### src/rtl/phy_pkg.sv
// Shared PHY constants and state encoding for the serializer/deserializer pair.
// Latency: none (declarations only).
// Backpressure: not applicable.
package phy_pkg;

    // Idle / comma symbol used for lock and for empty byte slots.
    localparam logic [7:0] COMMA_BYTE = 8'hBC;

    // Width of one line symbol in bits.
    localparam int BYTE_W = 8;

    // Number of comma bytes sent after reset before data is accepted.
    localparam int BC_COUNT_DEF = 4;

    // Link state: SYNC while sending the lock preamble, RUN afterwards.
    typedef enum logic {
        SYNC = 1'b0,
        RUN  = 1'b1
    } state_t;

endpackage

### src/rtl/paralelo_serial_contador.sv
// Free-running modulo-8 bit-slot counter shared by the serializer and deserializer.
// Latency: count advances one step per clk_32f edge, wraps 7 -> 0.
// Backpressure: none; always counts while reset is low.
module contador_mod8 (
    input  logic       clk,
    input  logic       reset,
    output logic [2:0] count
);

    // Bit position within the current byte slot.
    always_ff @(posedge clk) begin
        if (reset) begin
            count <= 3'd0;
        end else begin
            count <= count + 3'd1;
        end
    end

endmodule

### src/rtl/paralelo_serial.sv
// Byte-to-serial transmitter: sends a comma preamble, then MSB-first bytes with idle fill.
// Latency: byte accepted at edge E drives data_out after edges E..E+7.
// Backpressure: ready_out high one cycle in eight in RUN; producer holds until accepted.
module paralelo_serial
    import phy_pkg::*;
#(
    parameter int         BC_COUNT = BC_COUNT_DEF,
    parameter logic [7:0] COMMA    = COMMA_BYTE
) (
    input  logic       clk_32f,
    input  logic       reset,
    input  logic [7:0] data_in,
    input  logic       valid_in,
    output logic       ready_out,
    output logic       data_out,
    output logic       active_out
);

    logic [2:0]        bit_cnt;
    logic [BYTE_W-1:0] shift_reg;
    logic [3:0]        bc_cnt;
    logic [3:0]        bc_cnt_nxt;
    state_t            state;
    state_t            state_nxt;
    logic [BYTE_W-1:0] next_byte;
    logic              load;

    contador_mod8 u_bit_cnt (
        .clk   (clk_32f),
        .reset (reset),
        .count (bit_cnt)
    );

    assign load = (bit_cnt == 3'd0);

    // Next-state, comma counting, byte selection and the combinational ready.
    // Ready is masked during reset so no byte can be consumed at a reset edge.
    always_comb begin
        state_nxt  = state;
        bc_cnt_nxt = bc_cnt;
        next_byte  = COMMA;
        ready_out  = 1'b0;
        case (state)
            SYNC: begin
                if (load) begin
                    bc_cnt_nxt = bc_cnt + 4'd1;
                    if (bc_cnt_nxt == 4'(BC_COUNT)) begin
                        state_nxt = RUN;
                    end
                end
            end
            RUN: begin
                ready_out = load && !reset;
                if (valid_in) begin
                    next_byte = data_in;
                end
            end
            default: begin
                state_nxt = SYNC;
            end
        endcase
    end

    // Registered FSM state, shifter and serial/active outputs.
    always_ff @(posedge clk_32f) begin
        if (reset) begin
            state      <= SYNC;
            bc_cnt     <= 4'd0;
            shift_reg  <= '0;
            data_out   <= 1'b0;
            active_out <= 1'b0;
        end else begin
            state      <= state_nxt;
            bc_cnt     <= bc_cnt_nxt;
            active_out <= (state_nxt == RUN);
            if (load) begin
                data_out  <= next_byte[BYTE_W-1];
                shift_reg <= {next_byte[BYTE_W-2:0], 1'b0};
            end else begin
                data_out  <= shift_reg[BYTE_W-1];
                shift_reg <= {shift_reg[BYTE_W-2:0], 1'b0};
            end
        end
    end

endmodule
### config.mk
export PLATFORM = sky130hd
export DESIGN_NAME = paralelo_serial
export DESIGN_NICKNAME = d
export VERILOG_FILES = /design/src/rtl/phy_pkg.sv /design/src/rtl/paralelo_serial_contador.sv /design/src/rtl/paralelo_serial.sv
export SDC_FILE = /design/constraint.sdc
export NUM_CORES = 1
export LEC_CHECK = 0
export CORE_MARGIN = 2
export CORE_UTILIZATION = 42
export CTS_CLUSTER_SIZE = 20
export DETAILED_ROUTE_END_ITERATION = 8
export HOLD_SLACK_MARGIN = 0.06
export PLACE_DENSITY_LB_ADDON = 0.1
export SLEW_MARGIN = 20
export SYNTH_ARGS = -nofsm -noshare
export SYNTH_HDL_FRONTEND = slang
export SYNTH_SLANG_ARGS = --single-unit
### constraint.sdc
create_clock -name clk_32f -period 1.35 [get_ports clk_32f]
set_input_delay 0.2025 -clock clk_32f [delete_from_list [all_inputs] [get_ports clk_32f]]
set_output_delay 0.2025 -clock clk_32f [all_outputs]
set_load 0.05 [all_outputs]
==> impl_metrics.sql, run 1 <==
INSERT INTO impl_metrics (metric_group, metric, value, unit) VALUES
('critical_path', 'worst_path_max_delay_cell', 'sky130_fd_sc_hd__dfxtp_2', ''),
('power_and_ir_drop', 'max-vdd-ir-drop', '0.000787', 'V'),
('final_layout', 'layout.cells.most_common_list', 'sky130_fd_sc_hd__dfxtp_1 (13), sky130_fd_sc_hd__clkdlybuf4s50_1 (10), sky130_fd_sc_hd__nor2_1 (9)', ''),
('route', 'detail_route.wl_per_cell', '12.4', 'um'),
('critical_path', 'crit_path_start_kind', 'flop', ''),
('critical_path', 'path_delay_family', 'flip-flops', ''),
('critical_path', 'endpoint_kind', 'primary output', ''),
('critical_path', 'timing.critical_path.fanout_max', '3', ''),
('critical_path', 'path_cells', 'inv_2 > ha_4 > nand2b_4 > nor3_4 > buf_12', ''),
('yosys', 'synth_top_cell_area_share', '0.484', ''),
('yosys', 'post_synth_instance_area', '662', 'um2'),
('outcome', 'run_status', 'complete, but fails checks', ''),
('final_layout', 'finalNetCount', '106', ''),
('critical_path', 'rr_endpoint', 'bc_cnt[0]', ''),
('cts', 'clk_path_buf_depth', '2', ''),
('floorplanning', 'top_level_ports', '14', ''),
('critical_path', 'critical_path.n_buffers_inverters', '2', ''),
('critical_path', 'timing.critical_path.slowest_cell_delay', '0.34', 'ns'),
('place', 'finalWeightedCongestion', '0.683', ''),
('final_layout', 'finalCoreUtilization', '0.639', ''),
('route', 'dr.first_iter.drc_count', '12', ''),
('yosys', 'ys_seq_elements', '16', ''),
('sta', 'timing.slew.headroom', '0.766', ''),
('final_layout', 'layout_commonest_cell', 'sky130_fd_sc_hd__dfxtp_1', ''),
('yosys', 'yosys-top-cells-area', 'sky130_fd_sc_hd__dfxtp_1 (48%), sky130_fd_sc_hd__ha_1 (7.6%), sky130_fd_sc_hd__o22ai_1 (5.7%), sky130_fd_sc_hd__xnor2_1 (5.3%), sky130_fd_sc_hd__nor2_1 (5.1%)', ''),
('sta', 'finalMaxSlewViolations', '0', ''),
('worst_hold_path', 'min_path_cells', '1', ''),
('cts', 'insertion_delay', '0.29', 'ns'),
('floorplanning', 'die_w', '43.7', 'um'),
('flow_run', 'cap_violations', '0', ''),
('cts', 'worst_setup_hold_path_clk_slew', '0.10', 'ns'),
('route', 'ant_nets', '0', ''),
('cts', 'tritoncts.num_buffers', '3', ''),
('cts', 'clock_tree_from_tritoncts', 'built', ''),
('yosys', 'synth.largest_area_cell', 'sky130_fd_sc_hd__dfxtp_1', ''),
('sta', 'finalSetupViolCount', '1', ''),
('yosys', 'ys_warn_count', '0', ''),
('final_layout', 'flow.area_growth_from_synthesis', '43.9', '%'),
('critical_path', 'r2r-start', 'u_bit_cnt.count[1]', ''),
('place', 'port-buffer-count', '13', ''),
('floorplanning', 'num_rows', '14', ''),
('route', 'drt-pass1-iter-count', '4', ''),
('floorplanning', 'starting_density_of_the_core', '0.445', ''),
('grt', 'grt.total_usage', '0.159', ''),
('cts', 'clock_sink_count', '16', ''),
('sta', 'setup_slack', '-0.0703', 'ns'),
('final_layout', 'multi_input_comb_area', '345', 'um2'),
('cts', 'clock_tree.htree_level_count', '1', ''),
('critical_path', 'cp-endpoint', 'ready_out', ''),
('critical_path', 'critical_path.startpoint', 'u_bit_cnt.count[1]', ''),
('route', 'route.vias.total', '548', ''),
('critical_path', 'cp.required', '1.15', 'ns'),
('place', 'dp_hpwl', '884', 'um'),
('sta', 'clock-skew-final', '0.00582', 'ns'),
('worst_hold_path', 'worst_hold_path_type', 'flop to flop', ''),
('yosys', 'syn_nets', '85', ''),
('floorplanning', 'die-height', '43.7', 'um'),
('grt', 'initial_antenna_violation_count', '0', ''),
('power_and_ir_drop', 'total_leakage_power', '0.375', 'nW'),
('critical_path', 'cp.arrival', '1.22', 'ns'),
('yosys', 'synth_edf_count', '0', ''),
('yosys', 'synthesis.instances', '70', ''),
('yosys', 'synth_sequential_area_ratio', '0.484', ''),
('route', 'route.detailed.drc', '0', ''),
('grt', 'grt_max_degree', '18', ''),
('critical_path', 'reg2reg_depth', '6', ''),
('critical_path', 'worst-r2r-setup-slack', '0.05', 'ns'),
('sta', 'timing.hold.ws', '0.431', 'ns'),
('cts', 'cts_root_buf', 'sky130_fd_sc_hd__clkbuf_4', ''),
('critical_path', 'setup.worst_path.class', 'flop to primary output', ''),
('outcome', 'failed_checks', 'negative setup slack', '');
-- cells by family (layout without fill, tap and decap cells) --
group | Yosys count | in the layout | synth area share
simple gates | 26 | 26 | 0.227
compound gates | 12 | 12 | 0.106
fa+ha+maj | 4 | 4 | 0.0756
flops | 16 | 16 | 0.484
xor+xnor | 5 | 5 | 0.0662
buf+inv | 7 | 27 | 0.0416
-- cells in the mapped netlist (2+ instances only) --
library cell               count
sky130_fd_sc_hd__xnor2_1       4
sky130_fd_sc_hd__nand2_1       3
sky130_fd_sc_hd__nor2_1        9
sky130_fd_sc_hd__inv_1         3
sky130_fd_sc_hd__a21oi_1       4
sky130_fd_sc_hd__nand4_1       2
sky130_fd_sc_hd__dfxtp_1      16
sky130_fd_sc_hd__o22ai_1       6
sky130_fd_sc_hd__ha_1          4
sky130_fd_sc_hd__nor3_1        2
sky130_fd_sc_hd__clkbuf_1      3
sky130_fd_sc_hd__nand4b_1      2
sky130_fd_sc_hd__nand3_1       2
-- worst min-delay path by stage --
stage / start / to
floorplan: valid_in / shift_reg[1]
global placement: u_bit_cnt.count[0] / u_bit_cnt.count[0]
detailed placement: shift_reg[6] / shift_reg[7]
CTS: u_bit_cnt.count[0] / u_bit_cnt.count[0]
global route: u_bit_cnt.count[0] / u_bit_cnt.count[0]
finish: u_bit_cnt.count[0] / u_bit_cnt.count[0]
-- layout make-up --
| type | count | area share |
|---|---|---|
| Multi-Input combinational cell | 47 | 0.363 |
| Sequential cell | 16 | 0.343 |
| Timing Repair Buffer | 20 | 0.223 |
| Clock buffer | 4 | 0.0381 |
| Tap cell | 16 | 0.0210 |
| Inverter | 3 | 0.0118 |
-- layer usage --
metal	up-vias	GRT usage	wire (um)
li1	283	-	-
met1	250	0.216	657
met2	13	0.244	557
met3	2	0.0292	84
met4	0	0.0727	14
met5	-	0	0
-- timing repair --
item,CTS,global route
pin swaps,2,0
gates cloned,0,0
endpoints found under the setup margin,2,10
setup buffers,1,3
gates resized for setup,5,2
-- stage by stage --
| step | power (mW) | worst slack (ns) | TNS, ns | std cells | cell area (um2) |
|---|---|---|---|---|---|
| floorplan | 0.659 | 0.0170 | 0 | 70 | 681 |
| global placement | 0.733 | 0.0283 | 0 | 98 | 866 |
| detailed placement | 0.737 | 0.00521 | 0 | 98 | 866 |
| CTS | 1.07 | -0.0779 | -0.0779 | 103 | 922 |
| global route | 1.11 | -0.124 | -0.226 | 106 | 952 |
| finish | 1.06 | -0.0703 | -0.0703 | 106 | 952 |
-- report_power, final --
| part | internal, mW | total [mW] | switching [mW] |
|---|---|---|---|
| sequential | 0.509 | 0.536 | 0.0263 |
| combinational | 0.114 | 0.208 | 0.0935 |
| clock | 0.164 | 0.319 | 0.154 |
Power figures use the tool's default switching activity.
==> inputs of run 2 (changes only) <==
CAP_MARGIN = 25   (was default)
==> results of run 2 <==
Same layout as run 1: the final DEF is identical, and so are final timing and power.
